**config.mk**
```make
export PLATFORM = sky130hd
export DESIGN_NAME = ysyx_22040750_ifu_fetch
export DESIGN_NICKNAME = d
export VERILOG_FILES = /design/src/rtl/ysyx_22040750_ifu_fetch_pkg.sv /design/src/rtl/ysyx_22040750_ifu_fetch_buf.sv /design/src/rtl/ysyx_22040750_ifu_fetch.sv
export SDC_FILE = /design/constraint.sdc
export NUM_CORES = 1
export LEC_CHECK = 0
export ABC_AREA = 0
export ABC_CLOCK_PERIOD_IN_PS = 5850
export BUFFER_PORTS_ARGS = -buffer_cell sky130_fd_sc_hd__clkbuf_2
export CAP_MARGIN = 20
export CORE_MARGIN = 2
export CORE_UTILIZATION = 44
export CTS_CLUSTER_DIAMETER = 50
export DETAILED_ROUTE_END_ITERATION = 10
export PLACE_DENSITY = 0.63
export SLEW_MARGIN = 20
export SYNTH_ARGS = -nofsm -noshare
export SYNTH_HDL_FRONTEND = slang
export SYNTH_SLANG_ARGS = --single-unit
```
**constraint.sdc**
```tcl
create_clock -name I_clk -period 5.85 [get_ports I_clk]
set_clock_uncertainty 0.2 [all_clocks]
set_input_delay 0 -clock I_clk [delete_from_list [all_inputs] [get_ports I_clk]]
set_output_delay 0 -clock I_clk [all_outputs]
set_load 0.03 [all_outputs]
```
**src/rtl/ysyx_22040750_ifu_fetch_pkg.sv**
```systemverilog
// Shared definitions for the instruction-fetch slice.
//   RESET_PC  : PC loaded on reset
//   INST_NOP  : canonical RV nop (addi x0,x0,0)
//   PC_W      : architectural PC width
//   IADDR_W   : icache address width
//   BUF_DEPTH : fetch buffer entries (structural, fixed at 2)
//   fetch_ent_t : one buffered {pc, inst} pair
package ysyx_22040750_defs;
    localparam int              PC_W      = 64;
    localparam int              IADDR_W   = 32;
    localparam int              INST_W    = 32;
    localparam logic [63:0]     RESET_PC  = 64'h0000_0000_8000_0000;
    localparam logic [31:0]     INST_NOP  = 32'h0000_0013;
    localparam logic [2:0]      BUF_DEPTH = 3'd2;

    typedef struct packed {
        logic [PC_W-1:0]   pc;
        logic [INST_W-1:0] inst;
    } fetch_ent_t;
endpackage

```
**src/rtl/ysyx_22040750_ifu_fetch_buf.sv**
```systemverilog
// Two-entry FIFO of fetched {pc, inst} pairs feeding ID.
//   I_clk, I_rst   : clock, synchronous active-high reset
//   push_i/ent_i   : enqueue one entry
//   deq_i          : pop the head (caller guarantees occ_o != 0)
//   flush_i        : empty the FIFO; overrides push
//   occ_o          : occupancy 0..2
//   head_o         : oldest entry (entry 0)
module ysyx_22040750_ifu_buf
    import ysyx_22040750_defs::*;
(
    input  logic       I_clk,
    input  logic       I_rst,
    input  logic       push_i,
    input  fetch_ent_t ent_i,
    input  logic       deq_i,
    input  logic       flush_i,
    output logic [1:0] occ_o,
    output fetch_ent_t head_o
);
    fetch_ent_t ent0_q, ent0_d, ent1_q, ent1_d;
    logic [1:0] occ_q, occ_d;

    // Entry 0 is always the head; a pop shifts entry 1 down.
    always_comb begin
        ent0_d = ent0_q;
        ent1_d = ent1_q;
        occ_d  = occ_q;
        if (flush_i) begin
            occ_d = 2'd0;
        end else begin
            case ({push_i, deq_i})
                2'b10: begin
                    if (occ_q == 2'd0) ent0_d = ent_i;
                    else               ent1_d = ent_i;
                    occ_d = occ_q + 2'd1;
                end
                2'b01: begin
                    ent0_d = ent1_q;
                    occ_d  = occ_q - 2'd1;
                end
                2'b11: begin
                    if (occ_q == 2'd1) begin
                        ent0_d = ent_i;
                    end else begin
                        ent0_d = ent1_q;
                        ent1_d = ent_i;
                    end
                end
                default: ;
            endcase
        end
    end

    always_ff @(posedge I_clk) begin
        if (I_rst) begin
            ent0_q <= '0;
            ent1_q <= '0;
            occ_q  <= 2'd0;
        end else begin
            ent0_q <= ent0_d;
            ent1_q <= ent1_d;
            occ_q  <= occ_d;
        end
    end

    assign occ_o  = occ_q;
    assign head_o = ent0_q;

    // The issue rule in the parent reserves a slot for every accepted request.
    a_no_push_full: assert property (@(posedge I_clk) disable iff (I_rst)
        !(push_i && !flush_i && occ_q == 2'd2));
endmodule

```
**src/rtl/ysyx_22040750_ifu_fetch.sv**
```systemverilog
// Instruction-fetch stage: owns the PC, issues single-outstanding requests
// to the icache, buffers returned instructions and hands them to ID.
//   I_clk, I_rst          : clock, synchronous active-high reset
//   O_icache_addr/rd_req  : fetch request (accept = rd_req & rd_ready)
//   I_icache_inst/rvalid  : single-cycle response, cannot be stalled
//   I_redirect_valid/pc   : redirect pulse from EX (highest priority)
//   O_id_valid/inst/pc    : buffer head to ID (deq = valid & ready)
module ysyx_22040750_ifu_fetch #(
    parameter logic [63:0] RESET_PC = 64'h0000_0000_8000_0000
) (
    input  logic        I_clk,
    input  logic        I_rst,
    output logic [31:0] O_icache_addr,
    output logic        O_icache_rd_req,
    input  logic        I_icache_rd_ready,
    input  logic [31:0] I_icache_inst,
    input  logic        I_icache_rvalid,
    input  logic        I_redirect_valid,
    input  logic [63:0] I_redirect_pc,
    output logic        O_id_valid,
    input  logic        I_id_ready,
    output logic [31:0] O_id_inst,
    output logic [63:0] O_id_pc
);
    import ysyx_22040750_defs::*;

    logic [63:0] pc_q, pc_d, inflight_pc_q, inflight_pc_d;
    logic        inflight_q, inflight_d, drop_q, drop_d;
    logic [1:0]  occ;
    fetch_ent_t  head;
    logic        deq, accept, push;
    logic [2:0]  occ_proj;
    logic        unused_redirect_lsb;

    // No compressed instructions: redirect target low bits are ignored.
    assign unused_redirect_lsb = ^I_redirect_pc[1:0];

    assign O_id_valid = (occ != 2'd0) & ~I_redirect_valid & ~I_rst;
    assign deq        = O_id_valid & I_id_ready;

    // Slots already spoken for (buffered + in flight) after this cycle's pop.
    assign occ_proj = {1'b0, occ} + {2'b0, inflight_q} - {2'b0, deq};

    assign O_icache_rd_req = ~I_rst & ~I_redirect_valid
                           & (~inflight_q | I_icache_rvalid)
                           & (occ_proj < BUF_DEPTH);
    assign O_icache_addr   = pc_q[31:0];
    assign accept          = O_icache_rd_req & I_icache_rd_ready;

    assign push = I_icache_rvalid & inflight_q & ~drop_q & ~I_redirect_valid;

    always_comb begin
        pc_d          = pc_q;
        inflight_pc_d = inflight_pc_q;
        inflight_d    = inflight_q;
        drop_d        = drop_q;
        if (I_redirect_valid) begin
            pc_d = {I_redirect_pc[63:2], 2'b00};
            if (I_icache_rvalid) begin
                // Response in the redirect cycle is simply thrown away.
                inflight_d = 1'b0;
                drop_d     = 1'b0;
            end else if (inflight_q) begin
                // Keep inflight set so no new request goes out before the stale one lands.
                drop_d = 1'b1;
            end
        end else begin
            if (I_icache_rvalid & inflight_q) begin
                inflight_d = 1'b0;
                drop_d     = 1'b0;
            end
            if (accept) begin
                pc_d          = pc_q + 64'd4;
                inflight_pc_d = pc_q;
                inflight_d    = 1'b1;
            end
        end
    end

    always_ff @(posedge I_clk) begin
        if (I_rst) begin
            pc_q          <= RESET_PC;
            inflight_pc_q <= '0;
            inflight_q    <= 1'b0;
            drop_q        <= 1'b0;
        end else begin
            pc_q          <= pc_d;
            inflight_pc_q <= inflight_pc_d;
            inflight_q    <= inflight_d;
            drop_q        <= drop_d;
        end
    end

    ysyx_22040750_ifu_buf u_buf (
        .I_clk   (I_clk),
        .I_rst   (I_rst),
        .push_i  (push),
        .ent_i   ('{pc: inflight_pc_q, inst: I_icache_inst}),
        .deq_i   (deq),
        .flush_i (I_redirect_valid),
        .occ_o   (occ),
        .head_o  (head)
    );

    assign O_id_inst = head.inst;
    assign O_id_pc   = head.pc;
endmodule

```
* After elaboration in Yosys (flattened, before gate mapping)
Index checks and enable logic that the tools add are counted.
** Cells by class
- $add $sub $neg :: 5
- Multiply operators :: 0
- Divide/modulo/power cells :: 0
- Magnitude comparators :: 1
- Eq/ne operators :: 9
- Shifts and indexed selects :: 0
- Mux-type cells :: 16
- Bitwise logic cells :: 15
- Reduce and logical (&&, ||, !) cells :: 14
** Operator list (count)
- 96-bit two-way mux :: 4
- 96-bit case mux with 3 select lines :: 1
- 96-bit case mux with 2 select lines :: 1
- 64-bit two-way mux :: 2
- 64-bit by 3-bit adder with 64-bit output (second input constant) :: 1
- 1-bit bitwise AND :: 10
- 2-bit nonzero test :: 5
- 1-bit two-way mux :: 7
- 2-bit inequality test (second input constant) :: 3
- 2-bit AND reduction :: 3
- 3-bit nonzero test :: 2
- 2-bit by 1-bit equality test with 1-bit output (second input constant) :: 2
- 2-bit equality test (second input constant) :: 2
- 1-bit inverter :: 4
- 2-bit case mux with 2 select lines :: 1
- 4-bit AND reduction :: 1
- 2-bit by 1-bit adder with 3-bit output :: 1
- 3-bit by 2-bit less-than comparator with 1-bit output (second input constant) :: 1
- 3-bit by 2-bit inequality test with 1-bit output (second input constant) :: 1
- 3-bit AND reduction :: 1
- 3-bit by 1-bit subtractor with 3-bit output :: 1
- 2-bit by 1-bit adder with 2-bit output (second input constant) :: 1
- 2-bit zero test :: 1
- 2-bit by 1-bit inequality test with 1-bit output (second input constant) :: 1
- 3 further kinds :: 3
** Word-level totals
- Bits in registers :: 324
- Bits in latches :: 0
- RAM bits :: 0
- Memory bits (read-only) :: 0
- Output and inout bits :: 130
- Memories :: 0

* Depth between registers and ports, before layout
- Depth in word-level cells :: 10
- Mapped depth :: 16
- Depth with buffers taken out :: 13

* Modules after synthesis
Synthesis repeated with hierarchy kept, for this count alone.
** Unflattened totals
- Cells, all modules :: 1887
- Area, all modules :: 15567.4 um^2
** By module, submodules not included
- ysyx_22040750_ifu_buf :: instances 1, cells each 1057, area an instance 9123.8 um^2, seq. area each 3883.7 um^2
- ysyx_22040750_ifu_fetch :: instances 1, cells each 830, area an instance 6443.7 um^2, seq. area each 2522.4 um^2

* Worst setup path after synthesis
No wires, ideal clock.
- Path type :: register to register
- Start point :: register u_buf.occ_q[1], in the netlist u_buf.occ_o[1]
- End point :: register pc_q[28]
- Setup time :: 0.091 ns
- Arrival :: 3.416 ns
- Required time :: 5.559 ns
- Setup slack :: 2.143 ns
- Stages on the path, launching flop included :: 15
- Path buffers :: 1
- Clock period less this slack :: 3.707 ns
- Cell sequence :: dfxtp_1 > inv_1 > ha_1 > nand3b_1 > inv_1 > ha_1 > nand2b_1 > fa_1 > and2_1 > and4_1 > clkbuf_1 > nand3_2 > or3_1 > or3_1 > a311oi_1
** On the way
- Cells in the longest elaborated chain, start to end :: 9
- Elaborated cells on any way between the ends :: 10
- Classes of those cells :: add/sub: 2; order compare: 1; bitwise: 5; reduce/logical: 2
** RTL lines
- from (decl) :: RTL line ysyx_22040750_ifu_fetch_buf.sv:21 : logic [1:0] occ_q, occ_d;
- from (signal assigned) :: RTL line ysyx_22040750_ifu_fetch_buf.sv:58 : occ_q <= 2'd0;
- from (signal assigned) :: RTL line ysyx_22040750_ifu_fetch_buf.sv:62 : occ_q <= occ_d;
- 2-bit nonzero test :: RTL line ysyx_22040750_ifu_fetch.sv:38 : assign O_id_valid = (occ != 2'd0) & ~I_redirect_valid & ~I_rst;
- 1-bit bitwise AND (2 in series) :: RTL line ysyx_22040750_ifu_fetch.sv:38
- 1-bit bitwise AND :: RTL line ysyx_22040750_ifu_fetch.sv:39 : assign deq = O_id_valid & I_id_ready;
- 3-bit by 1-bit subtractor with 3-bit output (*) :: RTL line ysyx_22040750_ifu_fetch.sv:42 : assign occ_proj = {1'b0, occ} + {2'b0, inflight_q} - {2'b0, deq};
- 3-bit by 2-bit less-than comparator with 1-bit output (*) :: RTL line ysyx_22040750_ifu_fetch.sv:46 : & (occ_proj < BUF_DEPTH);
- 1-bit bitwise AND (*) :: RTL line ysyx_22040750_ifu_fetch.sv:46
- 1-bit bitwise AND (*) :: RTL line ysyx_22040750_ifu_fetch.sv:48 : assign accept = O_icache_rd_req & I_icache_rd_ready;
- 2-bit nonzero test (no source line) (*)
- to (signal assigned) :: RTL line ysyx_22040750_ifu_fetch.sv:87 : pc_q <= pc_d;
- to (decl) :: RTL line ysyx_22040750_ifu_fetch.sv:27 : logic [63:0] pc_q, pc_d, inflight_pc_q, inflight_pc_d;
Every way passes the cells marked *; elsewhere a longest branch is shown, timed or not.
A chain may end at the register's enable or synchronous reset.

* Worst setup path in the final report
- Start point :: input port I_rst
- End point :: register pc_q[3]
** On the way
- Cells in the longest elaborated chain, start to end :: 8
- Elaborated cells on any way between the ends :: 10
- Classes of those cells :: add/sub: 1; order compare: 1; bitwise: 7; reduce/logical: 1
** RTL lines
- from (decl) :: RTL line ysyx_22040750_ifu_fetch.sv:12 : input logic I_rst,
- 1-bit inverter :: RTL line ysyx_22040750_ifu_fetch.sv:38, ysyx_22040750_ifu_fetch.sv:44
- 1-bit bitwise AND :: RTL line ysyx_22040750_ifu_fetch.sv:38
- 1-bit bitwise AND :: RTL line ysyx_22040750_ifu_fetch.sv:39
- 3-bit by 1-bit subtractor with 3-bit output :: RTL line ysyx_22040750_ifu_fetch.sv:42
- 3-bit by 2-bit less-than comparator with 1-bit output :: RTL line ysyx_22040750_ifu_fetch.sv:46
- 1-bit bitwise AND :: RTL line ysyx_22040750_ifu_fetch.sv:46
- 1-bit bitwise AND :: RTL line ysyx_22040750_ifu_fetch.sv:48
- 2-bit nonzero test (no source line)
Parallel ways exist; a longest one is shown, timed or not.

==> flow_summary_export.csv <==
group,metric,value,unit
outcome,run_status,"finished clean",
drt,viasPerCell,5.45,
drt,drtIter0Drc,875,
die,ios,232,
clocking,htree_num_levels,2,
die,chipWidth,179,um
layout,layout_commonest_cell,"nand2_1",
grt,grt_pass1_wl,61300,um
synthesis,synth-seq-area-share,47.2,%
clocking,cts.repair.resized,0,
worst_hold_path,hp-start,"I_id_ready",
drt,antenna_left,0,
place,portBuffers,225,
sta,finalMaxSlewViolations,0,
synthesis,synth-edff-count,0,
synthesis,synthArstFlopShare,0,%
pwr,power_frac_seq,43.7,%
setup_path,rr_endpoint,"pc_q[3]",
synthesis,yosysWarnings,0,
clocking,cts_setup_buffers,0,
place,dp_hpwl,23300,um
drt,wl,38700,um
sta,finalWorstSetupSlack,525,ps
clocking,hold_buffers,148,
sta,tightest_slew,948,ps
layout,n_antenna_cell,0,
layout,drive_gt1_share,17.1,%
sta,max-slew-margin-rel,36.8,%
clocking,cts_root_buffer,"clkbuf_16",
sta,final.period_utilization,91.0,%
setup_path,cpPeakStageDelay,690,ps
pwr,p_sw_share,23.8,%
setup_path,end_kind,"flop",
sta,rsz0062_at_grt,"false",
synthesis,synth_cell_types,53,
die,fp.dieArea,31900,um^2
setup_path,worstRegToRegCells,17,
flow_run,cap_violations,0,
drt,drt_pass1_iterations,5,
layout,fin_nets,2036,
grt,overflow,0,
worst_hold_path,holdPathStages,5,
setup_path,path_buf_inv,7,
pwr,clockPowerShare,49.0,%
pwr,p_per_area,297,nW/um^2
drt,vias,12800,
place,gp_congestion,0.806,
setup_path,cp_cell_sequence,"dlygate4sd3_1 -> buf_8 -> nor2_1 -> nand3b_1 -> inv_1 -> ha_1 -> nand2b_1 -> fa_1 -> and2_1 -> nand4_1 -> buf_4 -> buf_4 -> nand2_1 -> a21oi_1 -> a21oi_1 -> dlygate4sd3_1 -> nor2_1 -> dlygate4sd3_1",
sta,finalSetupViolations,0,
sta,fin_crit,5330,ps
setup_path,path_class,"in -> reg",
setup_path,reg2reg_from,"u_buf.occ_o[1]",
drt,drc_errors,0,
grt,antenna_found_initial,0,
grt,grt_usage,23.7,%
sta,final.setup.tns,0,ps
clocking,cts_tree,"done",
worst_hold_path,hp-class,"in -> reg",
setup_path,slowest_stage,"buf_4",
synthesis,ys_seq_elements,316,
setup_path,cp-startpoint,"I_rst",
setup_path,crit_cells,18,
grt,grt_pass1_vias,11900,
setup_path,worstPathMaxFanout,124,
clocking,clk_pin_slew,60,ps
die,core_area,29800,um^2
grt,grt_start_max_net_pins,125,
pwr,combPwrFrac,7.2,%
layout,most-common-layout-cells,"nand2_1, dfxtp_1, clkbuf_2, a21oi_1, dlygate4sd3_1",
synthesis,synth_area_per_cell,8.07,um^2
place,pre_cts_ws,1310,ps
synthesis,netlist_instances,1660,
setup_path,critPathRequiredTime,6130,ps
die,die_y,179,um
setup_path,endpoint,"pc_q[3]",
synthesis,netlist_area,13400,um^2
clocking,cts_buffers,39,
setup_path,crit_path_start_kind,"input port",
sta,fmax,188,MHz
pwr,leakage,6.25,nW
clocking,clock_sinks,316,
setup_path,arrival,5600,ps
clocking,clk_path_buf_depth,3,
setup_path,cp_common_cell,"dlygate4sd3_1",
clocking,clock_latency,540,ps
synthesis,synth-main-ff-cell,"dfxtp_1",
pwr,p_int,0.00393,W
setup_path,cpLargestDelayFamily,"buffers and inverters",
pwr,vdd_drop_max,0.203,mV
pwr,switchingPower,0.00123,W
drt,wl_per_cell,16.5,um
layout,syn2layout_area_growth,29.3,%
die,start_util,45.0,%
setup_path,r2r_slack,730,ps
die,row_count,63,
sta,hold_viol_final,0,
synthesized netlist by cell type, types with 8 or more instances:
cell | number | share of area, %
nand3_1 | 29 | 1.1
a22oi_1 | 99 | 5.5
nand2_1 | 365 | 10
and4_1 | 9 | 0.59
a211oi_1 | 109 | 6.1
a21oi_1 | 194 | 7.2
xor2_1 | 8 | 0.52
xnor2_1 | 12 | 0.78
a31oi_1 | 10 | 0.47
nor4_1 | 8 | 0.37
nor2_1 | 142 | 4.0
or3_1 | 11 | 0.51
o21ai_0 | 22 | 0.82
dfxtp_1 | 316 | 47
and3_1 | 15 | 0.70
o211ai_1 | 9 | 0.50
nand4_1 | 24 | 1.1
inv_1 | 11 | 0.31
nor3_1 | 17 | 0.63
mux2_2 | 8 | 0.67
buf_4 | 34 | 1.9
buf_1 | 18 | 0.50
clkbuf_1 | 112 | 3.1
routing by layer:
metal	track usage [%]	share of wire, %	routed length (um)
met4	7.18	2.1	805
met1	31.7	46	17700
met2	38.8	46	17800
met3	4.45	6.2	2390
met5	0	0	0
flip-flops by register name, indices dropped and copies added (netlist names):
signal,count
u_buf.ent1_q,94
u_buf.head_o,94
inflight_pc_q,62
pc_q,62
u_buf.occ_o,2
drop_q,1
inflight_q,1
power by group through the flow:
stage	logic [W]	registers, W	clock network [W]
2_1_floorplan	0.000199	0.00229	0
3_3_place_gp	0.000288	0.00230	0
3_5_place_dp	0.000292	0.00230	0
4_1_cts	0.000370	0.00225	0.00258
5_1_grt	0.000406	0.00226	0.00267
6_report	0.000373	0.00225	0.00253
area by class of cell:
class	instances	area (um^2)
Tap cell	390	488
Multi-Input combinational cell	1167	6310
Clock buffer	53	1110
Timing Repair Buffer	391	2810
Clock inverter	19	255
Sequential cell	316	6330
Fill cell	2714	12500
Inverter	11	41.3
worst min-delay path by stage:
stage,endpoint,slack (ps)
2_1_floorplan,pc_q[31],-70
5_1_grt,u_buf.ent1_q[24],50
4_1_cts,u_buf.head_o[39],3
6_report,u_buf.head_o[39],30
3_5_place_dp,u_buf.ent1_q[15],50
3_3_place_gp,u_buf.ent1_q[26],40
through the flow:
stage / total power (W) / area (um^2) / instances / hold WS [ps] / utilization (%)
after detailed placement: 0.00259 / 14500 / 2126 / 45.3 / 48.5
after global routing: 0.00534 / 17300 / 2347 / 47.6 / 58.2
after CTS: 0.00520 / 17300 / 2346 / 3.28 / 58.1
after floorplan: 0.00249 / 13400 / 1663 / -65.5 / -
after global placement: 0.00259 / 14400 / 2125 / 41.0 / 48.4
final: 0.00515 / 17300 / 2347 / 26.6 / 58.2
tightest hold or removal path, delay by kind of cell:
family | cells | cell delay [ps]
buf+inv | 1 | 80
simple gates | 2 | 360
compound gates | 2 | 260
kinds of logic after synthesis:
kind of cell | synth area share, %
xor gates and xnor gates | 1.31
AOI/OAI and AO/OA | 22.7
other | 0.0280
muxes | 0.821
DFF | 47.2
and+or+nand+nor | 21.1
adders and majority gates | 0.803
buffers and inverters | 6.04
No activity file was read; power rests on OpenSTA's default activity.
